### config.mk
export PLATFORM = sky130hd
export DESIGN_NAME = serial_adder_ctrl
export DESIGN_NICKNAME = d
export VERILOG_FILES = /design/src/rtl/serial_adder_ctrl_pkg.sv /design/src/rtl/serial_adder_ctrl_fa_cell.sv /design/src/rtl/serial_adder_ctrl.sv
export SDC_FILE = /design/constraint.sdc
export NUM_CORES = 1
export LEC_CHECK = 0
export CORE_MARGIN = 2
export CORE_UTILIZATION = 45
export DETAILED_ROUTE_END_ITERATION = 6
export GPL_TIMING_DRIVEN = 0
export PLACE_DENSITY_LB_ADDON = 0.12
export SLEW_MARGIN = 20
export SYNTH_ARGS = -nofsm -noshare
export SYNTH_HDL_FRONTEND = slang
export SYNTH_HIERARCHICAL = 1
export SYNTH_SLANG_ARGS = --single-unit
### constraint.sdc
create_clock -name clk -period 2.05 [get_ports clk]
set_clock_uncertainty 0.1 [all_clocks]
set_input_delay 0.41 -clock clk [delete_from_list [all_inputs] [get_ports clk]]
set_output_delay 0.41 -clock clk [all_outputs]
set_load 0.1 [all_outputs]
### src/rtl/serial_adder_ctrl_pkg.sv
// Shared definitions for the bit-serial adder controller: FSM encoding and default width.
package serial_adder_defs;

    localparam int unsigned DEF_WIDTH = 8;

    typedef enum logic [1:0] {
        ST_IDLE = 2'd0,
        ST_RUN  = 2'd1,
        ST_DONE = 2'd2
    } state_t;

endpackage

### src/rtl/serial_adder_ctrl_fa_cell.sv
// Combinational 1-bit full adder; the only arithmetic in the serial datapath.
module fa_cell (
    input  logic a,
    input  logic b,
    input  logic c_in,
    output logic sum,
    output logic c_out
);

    assign sum   = a ^ b ^ c_in;
    assign c_out = (a & b) | (c_in & (a ^ b));

endmodule

### src/rtl/serial_adder_ctrl.sv
// Bit-serial adder controller: accepts operands, adds LSB-first through one full-adder
// cell over WIDTH cycles, then holds the registered result until the consumer takes it.
module serial_adder_ctrl
    import serial_adder_defs::*;
#(
    parameter int unsigned WIDTH = DEF_WIDTH
) (
    input  logic             clk,
    input  logic             reset_n,
    input  logic             clear,
    input  logic             start_valid,
    output logic             start_ready,
    input  logic [WIDTH-1:0] a_in,
    input  logic [WIDTH-1:0] b_in,
    input  logic             c_in,
    output logic             done_valid,
    input  logic             done_ready,
    output logic [WIDTH-1:0] sum_out,
    output logic             c_out,
    output logic             busy
);

    localparam int unsigned CNT_W = $clog2(WIDTH) + 1;

    state_t           r_state;
    state_t           w_next;
    logic [WIDTH-1:0] r_a_sh;
    logic [WIDTH-1:0] r_b_sh;
    logic [WIDTH-1:0] r_sum_sh;
    logic [WIDTH-1:0] r_sum_out;
    logic [WIDTH-1:0] w_sum_next;
    logic [CNT_W-1:0] r_cnt;
    logic             r_carry;
    logic             r_c_out;
    logic             r_start_ready;
    logic             r_busy;
    logic             r_done_valid;
    logic             w_s;
    logic             w_co;
    logic             w_accept;
    logic             w_step;
    logic             w_last;

    fa_cell u_fa (
        .a     (r_a_sh[0]),
        .b     (r_b_sh[0]),
        .c_in  (r_carry),
        .sum   (w_s),
        .c_out (w_co)
    );

    // clear wins over both a new accept and a RUN step
    assign w_accept   = (r_state == ST_IDLE) && start_valid && !clear;
    assign w_step     = (r_state == ST_RUN) && !clear;
    assign w_last     = w_step && (r_cnt == CNT_W'(WIDTH - 1));
    assign w_sum_next = (r_sum_sh >> 1) | (WIDTH'(w_s) << (WIDTH - 1));

    always_ff @(posedge clk or negedge reset_n) begin
        if (!reset_n) begin
            r_state <= ST_IDLE;
        end else begin
            r_state <= w_next;
        end
    end

    always_comb begin
        w_next = r_state;
        case (r_state)
            ST_IDLE: if (w_accept) w_next = ST_RUN;
            ST_RUN: begin
                if (clear)       w_next = ST_IDLE;
                else if (w_last) w_next = ST_DONE;
            end
            ST_DONE: if (clear || done_ready) w_next = ST_IDLE;
            default: w_next = ST_IDLE;
        endcase
    end

    // Handshake flags track the next state so they line up with r_state
    always_ff @(posedge clk or negedge reset_n) begin
        if (!reset_n) begin
            r_start_ready <= 1'b1;
            r_busy        <= 1'b0;
            r_done_valid  <= 1'b0;
        end else begin
            r_start_ready <= (w_next == ST_IDLE);
            r_busy        <= (w_next == ST_RUN);
            r_done_valid  <= (w_next == ST_DONE);
        end
    end

    always_ff @(posedge clk or negedge reset_n) begin
        if (!reset_n) begin
            r_a_sh    <= '0;
            r_b_sh    <= '0;
            r_sum_sh  <= '0;
            r_carry   <= 1'b0;
            r_cnt     <= '0;
            r_sum_out <= '0;
            r_c_out   <= 1'b0;
        end else if (w_accept) begin
            r_a_sh  <= a_in;
            r_b_sh  <= b_in;
            r_carry <= c_in;
            r_cnt   <= '0;
        end else if (w_step) begin
            r_a_sh   <= r_a_sh >> 1;
            r_b_sh   <= r_b_sh >> 1;
            r_sum_sh <= w_sum_next;
            r_carry  <= w_co;
            r_cnt    <= r_cnt + CNT_W'(1);
            if (w_last) begin
                r_sum_out <= w_sum_next;
                r_c_out   <= w_co;
            end
        end
    end

    assign start_ready = r_start_ready;
    assign busy        = r_busy;
    assign done_valid  = r_done_valid;
    assign sum_out     = r_sum_out;
    assign c_out       = r_c_out;

endmodule

==> results.md, run 1 <==
- Run status: complete, but fails checks
- Failing checks: negative hold slack
- N_diodes: 0
- Initial antenna violation count: 0
- CTS sink cnt: 42
- Total gr overflow: 0
- Gate count of the mapped netlist: 178
- Worst path required time: 1540 ps
- Worst path arrival time: 1490 ps
- Die area: 4720 µm²
- RSZ-0062 raised after global routing: no
- Worst-Skew Late Latency: 290 ps
- Setup Crit Path Kind: flop to output pin
- Setup violators final: 0
- Worst vdd ir: 393 µV
- Number of antenna-violating nets in the routed design: 0
- Max-Cap Viols: 0
- Startpoint types: flop
- Layout Nets: 241
- Setup TNS: 0 ps
- Final Critical Period: 2000 ps
- Pins Over Slew Limit: 0
- Cell taking the most area after synthesis: dfrtp_1
- DRT iter0 DRCs: 99
- Largest net degree at the start of global routing: 23
- Die height: 68.7 µm
- Comb pwr share: 23.4%
- Mean post-synth cell area: 10.6 µm²
- Post-DR wirelength/cell: 15.1 µm
- Sw Share: 31.9%
- DRT Wirelength: 4.05 mm
- Dpl hpwl: 2.92 mm
- Cell breakdown of the critical path: dlygate4sd2_1
- Power Dens Cells: 926 nW/µm²
- Synth warnings: 6
- DRC Markers: 0
- Fmax: 0.501 GHz
- Largest cells by area after synthesis: dfrtp_1 (54%), mux2_2 (5.4%), nand2_1 (5.2%), a22oi_1 (4.4%), a31oi_1 (3.7%)
- Synthesis-to-layout area growth: 26.4%
- Top Family by Delay on Critical Path: buffers and inverters
- Worst hold margin: -3.80 ps
- Fin area: 2380 µm²
- CTS tree: done
- Final period utilization: 97.3%
- Gpl congestion: 0.743
- I/O Pins: 34
- CP max-delay cell: dlygate4sd2_1
- Slew at the pin closest to its max-slew limit: 958 ps
- CTS buffer count: 5
- Lkg Pwr: 1.10 nW
- Cell Area, Placed: 2290 µm²
- CTS root buf: clkbuf_8
- Critical Path Sink Type: output pin
- #FFs+latches synth: 42
- Vias in the first global route: 1455
- Layout cells sized above 1: 14.2%
- Crit-path max cell delay: 850 ps
- Port-buffer cells: 32
- Total track usage: 19.7%
- Cell Area, Synth: 1880 µm²
- Worst min path class: input pin to asynchronous set/reset pin
- CP max FO: 2
- DR vias/cell: 5.46
- First-pass DRT Iterations: 4
- Post-synth EDFFs: 0
- Total number of vias: 1464
- Post-cts hold buffer count: 0
- Switching power: 0.000702 W
- Clock buffer depth: 2
- Die Wd: 68.7 µm
- Post-synthesis sequential area ratio: 55.9%
- Starting Density: 47.1%
- H-tree depth: 2
- Clk slew on worst S/H paths: 80 ps
- First-pass GRT wire length: 6.77 mm
- Clock Power Share: 24.5%
- Area share of the largest cell type after synthesis: 54.5%
- Mapped Nets: 202
- Slew HR: 36.4%
- Sequential share of power: 52.1%
- Asr flop ratio synth: 100%
- Final-report hold violation count: 15
- Unique masters post-synth: 32
- Worst Path Buf+Inv: 1
- Most used DFF post-synth: dfrtp_1
- Row Count: 23
- Core area: 4000 µm²
- Internal power: 0.00150 W
-- worst paths after layout --
| path | start | slack [ps] | to | depth (start not counted) |
|---|---|---|---|---|
| setup reg to reg | r_state[1] | 160 | sum_out[7] | 5 |
| max in group asynchronous | reset_n | 1290 | start_ready | 2 |
| setup / recovery | sum_out[1] | 50 | sum_out[1] | 1 |
| hold reg to reg | r_sum_sh[1] | 380 | r_sum_sh[1] | 2 |
| hold / removal | reset_n | -4 | sum_out[4] | 1 |
| min in group clk | clear | 220 | done_valid | 2 |
-- metrics by stage --
step                      total power [W]  setup slack, ps  utilization, %  std cells  hold slack, ps
after floorplan                   0.00149              311               -        178            14.4
after global placement            0.00164             -577            56.6        260             353
after detailed placement          0.00169             -409            57.2        261             329
after CTS                         0.00223             5.71            59.4        269            1.43
after global routing              0.00235            0.806            59.5        268            20.7
final                             0.00220             54.5            59.5        268           -3.80
-- layer usage --
metal	share of wire (%)	up-vias	track usage (%)
met4	0.79	0	8.33
met5	0	-	0
met3	4.7	2	6.01
li1	-	705	-
met2	49	35	31.6
met1	45	722	24.8
-- synth_stat cells (all sizes together) (3+ instances only) --
library cell  instances
a21oi                13
a22o                  3
a22oi                11
a31oi                11
buf                   6
clkbuf                7
dfrtp                41
mux2                  9
nand2                26
nor2                  7
nor2b                11
o21ai                13
-- cell type report --
type / count / area [µm²]
clock inverter: 1 / 5.00
timing repair buffer: 33 / 337
inverter: 1 / 3.75
buffer: 12 / 60.1
clock buffer: 7 / 86.3
tap: 50 / 62.6
fill: 351 / 1620
sequential: 42 / 1050
multi-input combinational: 122 / 773
-- power by group through the flow --
stage          clock network [W]  registers [W]  logic, W
4_1_cts                 0.000562        0.00115  0.000522
3_3_place_gp                   0        0.00115  0.000496
5_1_grt                 0.000600        0.00117  0.000578
6_report                0.000540        0.00115  0.000516
3_5_place_dp                   0        0.00116  0.000525
2_1_floorplan                  0        0.00121  0.000281
-- sequential cells by signal (all words and copies together), names as in the netlist --
name	count
busy	1
c_out	1
done_valid	1
r_a_sh	8
r_b_sh	8
r_carry	1
r_cnt	4
r_state	2
r_sum_sh	7
start_ready	1
sum_out	8
-- kinds of logic (layout without fill, tap and decap cells) --
| kind of cell | after synthesis | in the layout | synth area share [%] |
|---|---|---|---|
| adder cells (fa/ha/maj) | 2 | 2 | 1.73 |
| flip-flops | 42 | 42 | 55.9 |
| AO/OA/AOI/OAI | 54 | 54 | 17.6 |
| buffers and inverters | 14 | 54 | 3.52 |
| multiplexers | 10 | 10 | 5.91 |
| AND/OR/NAND/NOR | 56 | 56 | 15.3 |
-- repair_timing --
item,4_1_cts,5_1_grt
resized for setup,15,7
endpoints found under the hold margin,0,0
endpoints found under the setup margin,18,15
setup buffers,0,0
-- placed cells by master (no fill, tap or decap), types with 7 or more instances in the layout --
cell / synthesis / final
clkdlybuf4s50_1: 0 / 19
a22oi_1: 11 / 11
dfrtp_1: 41 / 41
nand2_1: 26 / 26
a31oi_1: 11 / 11
nor2_1: 7 / 7
mux2_2: 9 / 9
a21oi_1: 13 / 13
nor2b_1: 11 / 11
o21ai_0: 13 / 13
No activity file was read; power rests on OpenSTA's default activity.
==> inputs of run 2 (changes only) <==
--- a/config.mk
+++ b/config.mk
@@ -5,7 +5,6 @@
 export SDC_FILE = /design/constraint.sdc
 export NUM_CORES = 1
 export LEC_CHECK = 0
-export CORE_MARGIN = 2
 export CORE_UTILIZATION = 45
 export DETAILED_ROUTE_END_ITERATION = 6
 export GPL_TIMING_DRIVEN = 0
==> constraint.sdc (replaced) <==
create_clock -name clk -period 1.6 [get_ports clk]
set_clock_uncertainty 0.1 [all_clocks]
set_input_delay 0.32 -clock clk [delete_from_list [all_inputs] [get_ports clk]]
set_output_delay 0.32 -clock clk [all_outputs]
set_load 0.1 [all_outputs]
==> run 2 against run 1 <==
  * The run ends with negative setup slack left
  * Final cell count is 3.7% higher
  * Non-clock buffer count is 10 higher
  * Register-to-register slack worse by 160 ps
  * First-iteration DRC count is 48% lower
  * Sequential share of layout area is 2.5 points lower
  * Via count is 2.9% higher
  * Hold slack better by 140 ps
  * Count of clock-buffer cells in the layout is 1 lower
  * Sequential power is 27% higher
  * Combinational power is 40% higher
  * Core utilization is 3.6 points higher
  * Total power is 45% higher
  * Critical endpoint is now sum_out[1]
  * Largest power group unchanged
  * Highest routed layer unchanged
==> results.md, run 2 (synthesized netlist as in run 1, its figures left out) <==
- Cell breakdown of the critical path: ha_2 > and3b_2 > and2_4 > buf_6 > mux2_4
- Worst path depth: 5
- Setup Crit Path Kind: flop to flop
- Worst path required time: 1670 ps
- Final period utilization: 100%
- Failing checks: negative setup slack
- Vias in the first global route: 1466
- Layout cells sized above 1: 27.6%
- Final-report hold violation count: 0
- Crit-path max cell delay: 400 ps
- Worst hold stages: 2
- Worst vdd ir: 753 µV
- Fin util: 63.1%
- Total track usage: 20.9%
- Placed insts: 261
- Slew at the pin closest to its max-slew limit: 488 ps
- Clock buffer depth: 2
- Cell Area, Placed: 2300 µm²
- Total number of vias: 1506
- H-tree depth: 2
- Fmax: 0.624 GHz
- Worst r2r dst: sum_out[1]
- Fin area: 2520 µm²
- Gpl congestion: 0.805
- Die area: 4450 µm²
- DR vias/cell: 5.42
- Setup violators final: 1
- R2r setup slk: -2 ps
- Top Family by Delay on Critical Path: flip-flops
- Number of antenna-violating nets in the routed design: 0
- DRT iter0 DRCs: 51
- Initial antenna violation count: 0
- Die height: 66.7 µm
- Run status: complete, but fails checks
- Final Critical Period: 1600 ps
- Slew HR: 67.7%
- Port-buffer cells: 32
- Largest net degree at the start of global routing: 26
- CTS root buf: clkbuf_8
- DRC Markers: 0
- Clk slew on worst S/H paths: 80 ps
- Row Count: 23
- Dpl hpwl: 2.77 mm
- Commonest cells after routing, fill and taps aside: dfrtp_1 (41), nand2_1 (26), clkdlybuf4s50_1 (18)
- Max-Cap Viols: 0
- Core area: 4000 µm²
- Lkg Pwr: 1.18 nW
- Power Dens Cells: 1270 nW/µm²
- Crit Reg-Reg Startpoint: r_cnt[0]
- Total gr overflow: 0
- Cells on worst reg2reg path: 5
- N_diodes: 0
- Die Wd: 66.7 µm
- RSZ-0062 raised after global routing: yes
- Worst Path Buf+Inv: 1
- Total power: 0.00320 W
- CTS tree: done
- DRT Wirelength: 4.10 mm
- Pins Over Slew Limit: 0
- CTS sink cnt: 42
- I/O Pins: 34
- Layout Nets: 251
- Worst setup path end: sum_out[1]
- CP max-delay cell: dfrtp_1
- Most common library cell in the layout ignoring fill and taps: dfrtp_1
- First-pass GRT wire length: 6.76 mm
- Final worst setup slack: -2.07 ps
- Worst path arrival time: 1680 ps
- Critical Path Start: r_cnt[0]
- Final cell count without fillers: 278
- Worst-Skew Late Latency: 290 ps
- Critical Path Sink Type: flop
- Fill count: 336
- Pre-CTS setup slack: -772 ps
- First-pass DRT Iterations: 4
- CP max FO: 5
- CTS buffer count: 5
- Worst min path class: input pin to flop
- Post-DR wirelength/cell: 14.7 µm
- Startpoint types: flop
- Starting Density: 47.1%
- Synthesis-to-layout area growth: 34.0%
run 2: per-stage QoR:
| stage | TNS [ps] | hold slack, ps |
|---|---|---|
| after floorplan | 0 | -75.6 |
| after global routing | -266 | 153 |
| after CTS | 0 | 132 |
| after global placement | -56030 | 358 |
| final | -2.07 | 139 |
| after detailed placement | -18250 | 189 |
run 2: layout make-up:
class,instances,area (µm²),area share [%]
Buffer,12,87.6,3.47
Clock buffer,6,82.6,3.27
Clock inverter,2,60.1,2.38
Inverter,1,3.75,0.149
Multi-Input combinational cell,122,817,32.4
Sequential cell,42,1050,41.7
Tap cell,50,62.6,2.48
Timing Repair Buffer,43,358,14.2
run 2: timing repair:
| item | 4_1_cts | 5_1_grt |
|---|---|---|
| cloned | 1 | 0 |
| resized for setup | 76 | 13 |
| buffers inserted | 6 | 2 |
| pin swaps | 5 | 3 |
| endpoints found under the setup margin | 50 | 22 |
| endpoints found under the hold margin | 16 | 0 |
| hold buffers | 1 | 0 |
run 2: per-layer routing:
metal | share of wire (%) | wire length [µm] | track usage [%]
met1 | 43 | 1760 | 26.2
met2 | 51 | 2080 | 33.5
met4 | 1.8 | 74 | 9.57
met5 | 0 | 0 | 0
met3 | 4.2 | 173 | 5.65
run 2: worst reg2reg max path, cell delays in order, from the launching register on:
cell and delay (ps):
dfrtp_1 400, ha_2 200, and3b_2 210, and2_4 150
buf_6 130, mux2_4 300
run 2: where the power goes:
group	switching, W	internal (W)
Clock	0.000358	0.000665
Combinational	0.000392	0.000327
Sequential	0.000167	0.00129
run 2: worst min-delay path by stage:
stage / start / end / slack [ps]
6_report: clear / r_state[1] / 140
5_1_grt: clear / r_state[1] / 150
4_1_cts: clear / r_state[1] / 130
3_5_place_dp: reset_n / r_sum_sh[1] / 190
3_3_place_gp: r_sum_sh[1] / r_sum_sh[1] / 360
2_1_floorplan: reset_n / busy / -80
==> inputs of run 3 (changes only) <==
--- a/config.mk
+++ b/config.mk
@@ -5,7 +5,8 @@
 export SDC_FILE = /design/constraint.sdc
 export NUM_CORES = 1
 export LEC_CHECK = 0
-export CORE_UTILIZATION = 45
+export CORE_ASPECT_RATIO = 0.5
+export CORE_UTILIZATION = 46
 export DETAILED_ROUTE_END_ITERATION = 6
 export GPL_TIMING_DRIVEN = 0
 export PLACE_DENSITY_LB_ADDON = 0.12
==> run 3 against run 2 <==
  * The run still ends with negative setup slack left
  * Worst setup slack lost 4.9 ps
  * Clock power fell by 32%
  * Register-to-register slack is essentially flat
  * Count of clock-buffer cells in the layout decreased by 1
  * Critical path depth is the same
  * Global-route usage down 0.66 points
  * Hold slack better by 4.1 ps
  * Core utilization is 1.6 points higher
  * Sequential cell count unchanged
  * Critical path type unchanged
  * Largest power group unchanged
==> results.md, run 3 (synthesized netlist as in run 1, its figures left out) <==
- Run status: complete, but fails checks
- Failing checks: negative setup slack
- Max-Cap Viols: 0
- RSZ-0062 raised after global routing: yes
- Met1 usage: 28.4%
- Die Wd: 92.5 µm
- Gpl congestion: 0.741
- Worst vdd ir: 511 µV
- First-pass DRT Iterations: 7
- Setup violators final: 5
- Reg area: 1050 µm²
- Cells on worst reg2reg path: 5
- CP max FO: 5
- DRT iter0 DRCs: 74
- Initial antenna violation count: 0
- GR Util met2: 31.4%
- CTS root buf: clkbuf_8
- Power Dens Cells: 1140 nW/µm²
- Synthesis-to-layout area growth: 34.0%
- Fmax: 0.622 GHz
- CTS tree: done
- Number of antenna-violating nets in the routed design: 0
- Largest net degree at the start of global routing: 24
- Dpl hpwl: 2.64 mm
- Vias in the first global route: 1343
- Final worst setup slack: -6.93 ps
- Die height: 47.2 µm
- Total track usage: 20.3%
- Worst r2r dst: sum_out[4]
- I/O Pins: 34
- Total power: 0.00288 W
- Layout Nets: 254
- Pins Over Slew Limit: 0
- Final Critical Period: 1610 ps
- Min-Delay Endpoint: r_state[1]
- CTS buffer count: 5
- Clock buffer depth: 2
- CTS sink cnt: 42
- Most common library cell in the layout ignoring fill and taps: dfrtp_1
- Final period utilization: 100%
- Final-report hold violation count: 0
- Core area: 3900 µm²
- Critical Path Sink Type: flop
- Die area: 4370 µm²
- Worst path arrival time: 1700 ps
- Slew at the pin closest to its max-slew limit: 545 ps
- H-tree depth: 2
- Fill count: 316
- Setup Crit Path Kind: flop to flop
- Crit Reg-Reg Startpoint: r_cnt[0]
- Lkg Pwr: 1.18 nW
- Row Count: 16
- DRT Wirelength: 4.25 mm
- Commonest cells after routing, fill and taps aside: dfrtp_1 (41), nand2_1 (26), clkdlybuf4s50_1 (18)
- Port-buffer cells: 32
- Worst min path class: input pin to flop
- Footprint of the multi-input gates: 822 µm²
- N_diodes: 0
- R2r setup slk: -7 ps
- Post-DR wirelength/cell: 14.9 µm
- Worst path required time: 1690 ps
- Startpoint types: flop
- DR vias/cell: 5.32
- Worst-Skew Late Latency: 300 ps
- Starting Density: 48.2%
- Layout cells sized above 1: 27.3%
- First-pass GRT wire length: 6.49 mm
- Slew HR: 63.7%
- GRT Max-Usage Layer: met2
- Total gr overflow: 0
- Total number of vias: 1516
- Clk slew on worst S/H paths: 80 ps
- Met3 Usage GRT: 5.99%
- Hold Crit Start: clear
- Worst hold stages: 2
- Setup TNS: -22.7 ps
- DRC Markers: 0
## run 3: repair_timing
action                                  4_1_cts  5_1_grt
endpoints found under the setup margin       47       23
pin swaps                                     1        4
gates cloned                                  1        0
hold endpoints to repair                     22        0
hold buffers                                  1        0
buffers inserted                              4        7
resized for setup                            72       25
## run 3: power breakdown
part | switching, W | leakage [nW] | internal [W]
Combinational | 0.000393 | 0.591 | 0.000333
Sequential | 0.000173 | 0.541 | 0.00129
Clock | 0.000385 | 0.0441 | 0.000307
## run 3: per-stage QoR
stage / instances / hold WS [ps] / cell area [µm²] / util [%] / setup WS [ps]
detailed placement: 265 / 236 / 2310 / 59.2 / -806
finish: 285 / 143 / 2520 / 64.6 / -6.93
CTS: 278 / 135 / 2430 / 62.2 / 1.62
global placement: 264 / 357 / 2290 / 58.7 / -982
global route: 285 / 149 / 2520 / 64.6 / -44.2
floorplan: 178 / -75.6 / 1900 / - / 4.26
## run 3: worst max path at each step
stage,depth (start not counted),end,slack [ps],startpoint
after detailed placement,4,r_a_sh[7],-810,start_valid
final,5,sum_out[4],-7,r_cnt[0]
after CTS,1,busy,2,busy
after floorplan,4,r_b_sh[7],4,r_state[0]
after global routing,5,sum_out[3],-40,r_cnt[0]
after global placement,1,r_b_sh[3],-980,reset_n
## run 3: layout make-up
class / count / share of cell area [%]
multi-input combinational: 122 / 32.6
timing repair buffer: 46 / 15.6
sequential: 42 / 41.7
buffer: 12 / 3.77
tap: 54 / 2.68
clock buffer: 5 / 2.73
inverter: 1 / 0.149
clock inverter: 3 / 0.843
## run 3: critical path, stage by stage (launching register included)
cell     delay, ps
dfrtp_1        410
ha_2           180
and3b_2        220
and2_4         160
buf_8          140
mux2_4         290
## run 3: layer usage
metal / part of all wire, % / wire length [µm] / vias up
met1: 50 / 2120 / 739
met4: 0.73 / 31 / 0
li1: - / - / 739
met2: 45 / 1900 / 34
met5: 0 / 0 / -
met3: 4.8 / 206 / 4
